File: config.mk
export PLATFORM = sky130hd
export DESIGN_NAME = lab4_branch_pht_sched
export DESIGN_NICKNAME = d
export VERILOG_FILES = /design/src/rtl/lab4_branch_pkg.sv /design/src/rtl/lab4_branch_ghr.sv /design/src/rtl/lab4_branch_pht_sched.sv
export SDC_FILE = /design/constraint.sdc
export NUM_CORES = 1
export LEC_CHECK = 0
export BUFFER_PORTS_ARGS = -buffer_cell sky130_fd_sc_hd__buf_2
export CORE_AREA = 2 2 93 95
export CTS_CLUSTER_SIZE = 20
export DETAILED_ROUTE_END_ITERATION = 16
export DIE_AREA = 0 0 95 97
export GPL_TIMING_DRIVEN = 0
export PLACE_DENSITY = 0.6
export SLEW_MARGIN = 10
export SYNTH_ARGS = -nofsm -noshare
export SYNTH_HDL_FRONTEND = slang
export SYNTH_SLANG_ARGS = --single-unit
File: constraint.sdc
create_clock -name clk -period 4.8 [get_ports clk]
set_input_delay 0.24 -clock clk [delete_from_list [all_inputs] [get_ports clk]]
set_output_delay 0.24 -clock clk [all_outputs]
set_load 0.02 [all_outputs]
File: src/rtl/lab4_branch_pkg.sv
// Shared types, counter encodings and the 2-bit saturating update for the PHT scheduler.
package lab4_branch_pkg;

  typedef enum logic [1:0] {
    StInit,
    StIdle,
    StUpdWr
  } pht_state_e;

  localparam logic [1:0] CTR_SNT = 2'b00;
  localparam logic [1:0] CTR_WNT = 2'b01;
  localparam logic [1:0] CTR_WT  = 2'b10;
  localparam logic [1:0] CTR_ST  = 2'b11;

  function automatic logic [1:0] ctr_sat_update(input logic [1:0] ctr, input logic taken);
    logic [1:0] nxt;
    if (taken) begin
      nxt = (ctr == CTR_ST) ? CTR_ST : ctr + 2'd1;
    end else begin
      nxt = (ctr == CTR_SNT) ? CTR_SNT : ctr - 2'd1;
    end
    return nxt;
  endfunction

endpackage

File: src/rtl/lab4_branch_ghr.sv
// Global history shift register; newest outcome enters at bit 0.
module lab4_branch_ghr #(
  parameter int unsigned IDX_W = 11
) (
  input  logic             clk,
  input  logic             reset,
  input  logic             shift_en,
  input  logic             shift_in,
  output logic [IDX_W-1:0] ghr
);

  logic [IDX_W-1:0] ghr_q, ghr_d;

  always_comb begin
    ghr_d = ghr_q;
    if (shift_en) begin
      ghr_d = {ghr_q[IDX_W-2:0], shift_in};
    end
  end

  always_ff @(posedge clk) begin
    if (reset) begin
      ghr_q <= '0;
    end else begin
      ghr_q <= ghr_d;
    end
  end

  assign ghr = ghr_q;

endmodule

File: src/rtl/lab4_branch_pht_sched.sv
// Single-ported gshare PHT sequencer: init sweep, predict/update arbitration with
// starvation bound, and read-modify-write counter updates.
module lab4_branch_pht_sched
  import lab4_branch_pkg::*;
#(
  parameter int unsigned PHT_SIZE     = 2048,
  parameter int unsigned STARVE_LIMIT = 4,
  localparam int unsigned IDX_W       = $clog2(PHT_SIZE)
) (
  input  logic             clk,
  input  logic             reset,
  input  logic             pred_req_val,
  output logic             pred_req_rdy,
  input  logic [31:0]      pred_req_pc,
  output logic             pred_resp_val,
  output logic             pred_resp_taken,
  input  logic             upd_req_val,
  output logic             upd_req_rdy,
  input  logic [31:0]      upd_req_pc,
  input  logic             upd_req_taken,
  output logic             pht_en,
  output logic             pht_wen,
  output logic [IDX_W-1:0] pht_addr,
  output logic [1:0]       pht_wdata,
  input  logic [1:0]       pht_rdata,
  output logic [IDX_W-1:0] ghr
);

  localparam int unsigned SW = $clog2(STARVE_LIMIT + 1);
  localparam logic [SW-1:0] STARVE_MAX = SW'(STARVE_LIMIT);
  localparam logic [IDX_W-1:0] LAST_IDX = IDX_W'(PHT_SIZE - 1);

  pht_state_e       state_q, state_d;
  logic [IDX_W-1:0] init_idx_q, init_idx_d;
  logic [SW-1:0]    starve_q, starve_d;
  logic             resp_pend_q, resp_pend_d;
  logic [IDX_W-1:0] upd_idx_q, upd_idx_d;
  logic             upd_taken_q, upd_taken_d;

  logic [IDX_W-1:0] pred_idx, upd_idx;
  logic             force_upd, pred_grant, upd_grant, ghr_shift;

  // PC bits outside the hash window carry no index information.
  logic unused_pc;
  assign unused_pc = ^{pred_req_pc[31:IDX_W+2], pred_req_pc[1:0],
                       upd_req_pc[31:IDX_W+2], upd_req_pc[1:0]};

  assign pred_idx  = pred_req_pc[IDX_W+1:2] ^ ghr;
  assign upd_idx   = upd_req_pc[IDX_W+1:2] ^ ghr;
  assign force_upd = upd_req_val && (starve_q == STARVE_MAX);

  always_comb begin
    state_d      = state_q;
    init_idx_d   = init_idx_q;
    upd_idx_d    = upd_idx_q;
    upd_taken_d  = upd_taken_q;
    pred_grant   = 1'b0;
    upd_grant    = 1'b0;
    ghr_shift    = 1'b0;
    pht_en       = 1'b0;
    pht_wen      = 1'b0;
    pht_addr     = '0;
    pht_wdata    = CTR_SNT;
    pred_req_rdy = 1'b0;
    upd_req_rdy  = 1'b0;

    unique case (state_q)
      StInit: begin
        pht_en     = 1'b1;
        pht_wen    = 1'b1;
        pht_addr   = init_idx_q;
        pht_wdata  = CTR_WNT;
        init_idx_d = init_idx_q + 1'b1;
        if (init_idx_q == LAST_IDX) begin
          state_d = StIdle;
        end
      end
      StIdle: begin
        if (pred_req_val && !force_upd) begin
          pred_grant   = 1'b1;
          pred_req_rdy = 1'b1;
          pht_en       = 1'b1;
          pht_addr     = pred_idx;
        end else if (upd_req_val) begin
          upd_grant   = 1'b1;
          upd_req_rdy = 1'b1;
          pht_en      = 1'b1;
          pht_addr    = upd_idx;
          upd_idx_d   = upd_idx;
          upd_taken_d = upd_req_taken;
          state_d     = StUpdWr;
        end
      end
      StUpdWr: begin
        pht_en    = 1'b1;
        pht_wen   = 1'b1;
        pht_addr  = upd_idx_q;
        pht_wdata = ctr_sat_update(pht_rdata, upd_taken_q);
        ghr_shift = 1'b1;
        state_d   = StIdle;
      end
      default: state_d = StInit;
    endcase

    // Reset silences the port, including a write already in flight.
    if (reset) begin
      pht_en       = 1'b0;
      pht_wen      = 1'b0;
      pred_req_rdy = 1'b0;
      upd_req_rdy  = 1'b0;
      ghr_shift    = 1'b0;
    end
  end

  always_comb begin
    starve_d = starve_q;
    if (!upd_req_val || upd_grant) begin
      starve_d = '0;
    end else if (pred_grant) begin
      starve_d = starve_q + 1'b1;
    end
  end

  assign resp_pend_d = pred_grant;

  always_ff @(posedge clk) begin
    if (reset) begin
      state_q     <= StInit;
      init_idx_q  <= '0;
      starve_q    <= '0;
      resp_pend_q <= 1'b0;
      upd_idx_q   <= '0;
      upd_taken_q <= 1'b0;
    end else begin
      state_q     <= state_d;
      init_idx_q  <= init_idx_d;
      starve_q    <= starve_d;
      resp_pend_q <= resp_pend_d;
      upd_idx_q   <= upd_idx_d;
      upd_taken_q <= upd_taken_d;
    end
  end

  assign pred_resp_val   = resp_pend_q && !reset;
  assign pred_resp_taken = pred_resp_val && pht_rdata[1];

  lab4_branch_ghr #(
    .IDX_W(IDX_W)
  ) u_ghr (
    .clk     (clk),
    .reset   (reset),
    .shift_en(ghr_shift),
    .shift_in(upd_taken_q),
    .ghr     (ghr)
  );

endmodule

==> run_results.csv, run 1 <==
group,metric,value,unit
timing,rsz0062_at_grt,"no",
worst_hold_path,hp-class,"in -> reg",
power_and_ir_drop,internal-power,0.512,mW
final_layout,fin_nets,423,
cts,h-tree-depth,2,
timing,drv_slew,0,
routing,first_iter_violations,98,
power_and_ir_drop,p_sw,0.168,mW
timing,fin_crit,2.54,ns
timing,clock.fmax,0.394,GHz
floorplan,die-area,9220,sq um
yosys,syn_area_per_cell,7.94,sq um
timing,setup_tns,0,ns
critical_path,worstSetupEndpointType,"output pin",
timing,skew,0.0133,ns
critical_path,required,4.56,ns
yosys,syn-num-nets,359,
run,drv_cap,0,
final_layout,n_antenna_cell,0,
timing,final-setup-viol-count,0,
cts,post_cts_buffers,0,
routing,drt-pass1-iter-count,4,
timing,hold_slack,0.214,ns
power_and_ir_drop,total_power,0.680,mW
placement,dpl.cell_count,447,
placement,place_area,2680,sq um
floorplan,core-area,8130,sq um
grt,grt_max_degree,15,
grt,grt_use_total,0.146,
cts,cts_sinks,40,
power_and_ir_drop,p_leak,1.04,nW
critical_path,worst-setup-path-type,"reg -> out",
critical_path,path_delay_family,"buffers and inverters",
grt,gr-total-overflow,0,
routing,vias,2288,
final_layout,syn_to_final_growth,23.5,%
timing,fin_ws,2.26,ns
routing,wl,6700,um
routing,avgViaCountPerCell,5.03,
run_status,status,"complete, no violations",
yosys,synth_cells,285,
grt,first_global_vias,2157,
floorplan,initial_utilization,0.278,
final_layout,finalInstanceArea,2800,sq um
yosys,yosys.cell_types.count,37,
power_and_ir_drop,swShare,0.247,
final_layout,drive_above_1_share,0.200,
yosys,seq_area_frac_synth,0.354,
yosys,synth_area,2260,sq um
cts,cts_resized,0,
yosys,synth_seq_cells,40,
placement,dp_hpwl,4870,um
final_layout,postLayoutCoreUtil,0.344,
critical_path,crit_path_cell_trace,"inv_1 > ha_1 > a21boi_0 > clkbuf_1 > nor3_1 > buf_2",
grt,antenna_found_initial,0,
cts,clock_path_buffers,2,
placement,port_buffers,57,
critical_path,cp_slowest_cell,"a21boi_0",
cts,cts_root_buf,"clkbuf_8",
final_layout,fin_cells,455,
placement,place_congestion,0.811,
power_and_ir_drop,powerDensity,243,nW/um^2
critical_path,critPathArrivalTime,2.30,ns
cts,numCtsBuffers,5,
placement,pre_cts_slack,2.62,ns
floorplan,die_y,97,um
cts,insertion_delay,0.30,ns
floorplan,num_rows,33,
timing,hold_viol,0,
timing,worstMarginPinSlew,0.757,ns
power_and_ir_drop,power_frac_seq,0.494,
cts,cts_tree,"done",
timing,post-route-period-util,0.528,
critical_path,start_kind,"register",
routing,drc,0,
power_and_ir_drop,vdd_drop_max,0.0000997,V
grt,grt_first_pass_wirelength,10700,um
critical_path,critPathMaxStageDelay,0.63,ns
floorplan,die_width,95,um
critical_path,cp_num_buf_inv,3,
cts,holdBufCountCts,0,
yosys,synth_warnings,0,
timing,slew_headroom,0.491,
routing,ant_nets,0,
cts,clk_pin_slew_worst_paths,0.09,ns
floorplan,io-pin-count,101,
critical_path,worst-path-max-fanout,10,
routing,wl_per_cell,14.7,um
power_and_ir_drop,combPwrFrac,0.080,
power_and_ir_drop,p_clk_frac,0.426,
## flip-flops by register name (all words and copies together) (netlist names)
signal,count
init_idx_q,11
upd_taken_q,1
state_q,2
starve_q,3
resp_pend_q,1
u_ghr.ghr,11
upd_idx_q,11
## synthesized netlist by cell type, drive strengths merged
cell type / number / area (sq um)
a21bo: 1 / 10.0
clkbuf: 15 / 56.3
and3: 1 / 6.26
inv: 9 / 33.8
nand2: 27 / 101
maj3: 1 / 10.0
nand2b: 1 / 6.26
mux2i: 11 / 110
xor2: 11 / 96.3
and2: 1 / 6.26
o31ai: 5 / 37.5
or3: 3 / 18.8
xnor2: 2 / 17.5
o211ai: 22 / 165
a21oi: 36 / 180
nand4: 1 / 6.26
or3b: 1 / 8.76
nand4bb: 1 / 11.3
a211o: 1 / 8.76
a21boi: 1 / 7.51
ha: 3 / 37.5
a31oi: 1 / 6.26
or4: 5 / 37.5
o21ai: 19 / 95.1
nor3: 3 / 15.0
buf: 4 / 18.8
nor2b: 27 / 169
o21bai: 1 / 7.51
nor4: 2 / 12.5
and3b: 2 / 17.5
mux2: 2 / 22.5
nand3: 16 / 80.1
dfxtp: 40 / 801
nand3b: 3 / 22.5
nor2: 6 / 22.5
## per-layer routing
layer  wire, um  up-vias  GRT usage
met4        158        0     0.0569
met3        473       11     0.0218
met2       3030       86      0.223
li1           -     1146          -
met5          0        -          0
met1       3040     1045      0.205
## power by group through the flow
stage	registers, mW	clock network, mW	logic, mW
2_1_floorplan	0.343	0	0.0289
3_3_place_gp	0.344	0	0.0540
3_5_place_dp	0.344	0	0.0546
4_1_cts	0.336	0.298	0.0547
5_1_grt	0.337	0.309	0.0600
6_report	0.336	0.290	0.0541
## area by class of cell
cell class	count	area [sq um]
inverters	9	33.8
clock inverters	3	46.3
well taps	105	131
repair buffers	57	285
multi-input cells	217	1350
plain buffers	19	75.1
flip-flops and latches	40	801
fillers	871	5340
clock buffers	5	68.8
## layout by cell type, fill, tap and decap left out, types with 2 or more instances in the layout
master,instances
xnor2_1,2
xor2_1,11
nor4_1,2
nor2b_1,27
a21oi_1,36
o21ai_0,19
clkbuf_1,15
buf_2,60
o211ai_1,22
nor2_1,6
mux2i_1,11
nand2_1,27
dfxtp_1,40
and3b_1,2
inv_1,9
nand3b_1,3
clkbuf_8,5
nand3_1,16
o31ai_1,5
or4_1,5
nor3_1,3
or3_1,3
ha_1,3
## worst reg2reg max path: stages, from the launching register on
cell,delay [ns]
dfxtp_1,0.36
inv_1,0.06
ha_1,0.24
a21boi_0,0.63
clkbuf_1,0.42
o21ai_0,0.18
a21oi_1,0.15
## logic make-up (layout without fill, tap and decap cells)
group / count (synthesis) / after routing / synth area share
simple gates: 100 / 100 / 0.239
compound gates: 87 / 87 / 0.229
flops: 40 / 40 / 0.354
mux: 13 / 13 / 0.0586
xor+xnor: 13 / 13 / 0.0503
fa+ha+maj: 4 / 4 / 0.0210
buf+inv: 28 / 93 / 0.0481
## worst paths after layout
kind / to / cells past startpoint / slack (ns) / start
min reg2reg: upd_idx_q[3] / 2 / 0.48 / upd_idx_q[3]
min: upd_taken_q / 3 / 0.21 / upd_req_taken
max: upd_req_rdy / 6 / 2.26 / starve_q[0]
max reg2reg: upd_idx_q[10] / 6 / 2.69 / starve_q[0]
Power figures use the tool's default switching activity.
==> run 2, diff against run 1 <==
Clock period 4.8 ns to 2.55 ns, I/O delays scaled along.
==> run 2 against run 1 <==
  * Die area unchanged
  * Clock skew up 0.0012 ns
  * Sequential power up 88%
  * Clock-buffer cell count unchanged
  * Critical path depth unchanged
  * First-iteration DRC count down 2.0%
  * Critical path type unchanged
  * Critical endpoint is now pht_addr[4]
  * Highest routed layer unchanged
==> run_results.csv, run 2 (synthesis results as in run 1) <==
group,metric,value,unit
run_status,status,"complete, no violations",
timing,rsz0062_at_grt,"no",
critical_path,critPathArrivalTime,2.24,ns
timing,worstMarginPinSlew,0.640,ns
placement,place_area,2680,sq um
power_and_ir_drop,vdd_drop_max,0.000187,V
final_layout,syn_to_final_growth,23.5,%
floorplan,core-area,8130,sq um
critical_path,r2r_cells,6,
final_layout,finalInstanceArea,2800,sq um
grt,gr-total-overflow,0,
critical_path,worst-path-max-fanout,10,
timing,drv_slew,0,
grt,grt_use_total,0.146,
cts,h-tree-depth,2,
routing,wl_per_cell,14.7,um
cts,cts_tree,"done",
final_layout,multi_input_area,1350,sq um
power_and_ir_drop,powerDensity,458,nW/um^2
worst_hold_path,hold_depth,3,
floorplan,die_width,95,um
placement,dp_hpwl,4870,um
placement,place_congestion,0.811,
timing,fin_crit,2.36,ns
critical_path,start_kind,"register",
final_layout,seqCellArea,801,sq um
floorplan,die-area,9220,sq um
timing,post-route-period-util,0.927,
cts,clock_path_buffers,2,
final_layout,n_fill_cell,871,
cts,insertion_delay,0.30,ns
critical_path,worstSetupEndpointType,"output pin",
critical_path,required,2.42,ns
grt,first_global_vias,2157,
power_and_ir_drop,p_leak,1.04,nW
grt,grt_max_degree,15,
routing,drc,0,
routing,vias,2307,
routing,drt-pass1-iter-count,4,
timing,setup_tns,0,ns
cts,numCtsBuffers,5,
timing,final-setup-viol-count,0,
routing,ant_nets,0,
final_layout,n_antenna_cell,0,
final_layout,layout_common_cells,"buf_2, dfxtp_1, a21oi_1",
final_layout,drive_above_1_share,0.200,
timing,clock.fmax,0.423,GHz
floorplan,die_y,97,um
routing,avgViaCountPerCell,5.07,
routing,first_iter_violations,96,
floorplan,io-pin-count,101,
timing,hold_viol,0,
cts,clk_pin_slew_worst_paths,0.07,ns
final_layout,fin_nets,423,
routing,wl,6680,um
timing,skew,0.0145,ns
cts,cts_root_buf,"clkbuf_8",
worst_hold_path,hp-class,"in -> reg",
floorplan,num_rows,33,
placement,port_buffers,57,
timing,slew_headroom,0.573,
run,drv_cap,0,
cts,cts_sinks,40,
final_layout,final_common_cell,"buf_2",
grt,antenna_found_initial,0,
floorplan,initial_utilization,0.278,
critical_path,worst-setup-path-type,"reg -> out",
grt,grt_first_pass_wirelength,10700,um
[run 2: cell counts in the layout (fill, tap and decap cells not counted)]
Identical to the previous run, type by type.
[run 2: critical path, stage by stage (launching register included)]
cell and delay, ns:
dfxtp_1 0.35, buf_2 0.21, and3b_1 0.31, clkbuf_1 0.47
o211ai_1 0.22, o211ai_1 0.17, buf_2 0.21
[run 2: worst paths after layout]
| path | endpoint | startpoint | slack, ns |
|---|---|---|---|
| worst max-delay path | pht_addr[4] | state_q[1] | 0.19 |
| worst min-delay path | upd_taken_q | upd_req_taken | 0.10 |
| worst max register to register | upd_idx_q[10] | starve_q[0] | 0.62 |
| worst min register to register | upd_idx_q[3] | upd_idx_q[3] | 0.48 |
[run 2: per-stage QoR]
| step | util | instances | hold WS, ns | power [mW] | setup slack [ns] |
|---|---|---|---|---|---|
| floorplan | - | 285 | 0.275 | 0.700 | 0.824 |
| global placement | 0.329 | 447 | 0.407 | 0.749 | 0.484 |
| detailed placement | 0.329 | 447 | 0.401 | 0.750 | 0.484 |
| CTS | 0.344 | 455 | 0.0936 | 1.30 | 0.124 |
| global route | 0.344 | 455 | 0.106 | 1.33 | 0.0820 |
| finish | 0.344 | 455 | 0.103 | 1.28 | 0.187 |
[run 2: timing repair]
action | 4_1_cts | 5_1_grt
setup buffers | 0 | 0
hold buffers | 0 | 0
endpoints found under the setup margin | 0 | 1
resized for setup | 0 | 1
[run 2: final cells by class]
cell class              count  share of cell area
flip-flops and latches     40               0.286
well taps                 105              0.0470
repair buffers             57               0.102
multi-input cells         217               0.484
clock buffers               5              0.0246
plain buffers              19              0.0269
clock inverters             3              0.0166
inverters                   9              0.0121
[run 2: layer usage]
metal / GRT usage / share of wire / routed length, um / vias up
met5: 0 / 0 / 0 / -
met4: 0.0569 / 0.024 / 158 / 0
met3: 0.0218 / 0.050 / 337 / 11
met2: 0.223 / 0.45 / 3020 / 66
met1: 0.205 / 0.47 / 3160 / 1078
li1: - / - / - / 1152
[run 2: where the power goes]
group | switching, mW | leakage, nW | total (mW) | internal, mW
sequential | 0.00432 | 0.323 | 0.633 | 0.628
combinational | 0.0610 | 0.660 | 0.102 | 0.0410
clock | 0.251 | 0.0548 | 0.546 | 0.295
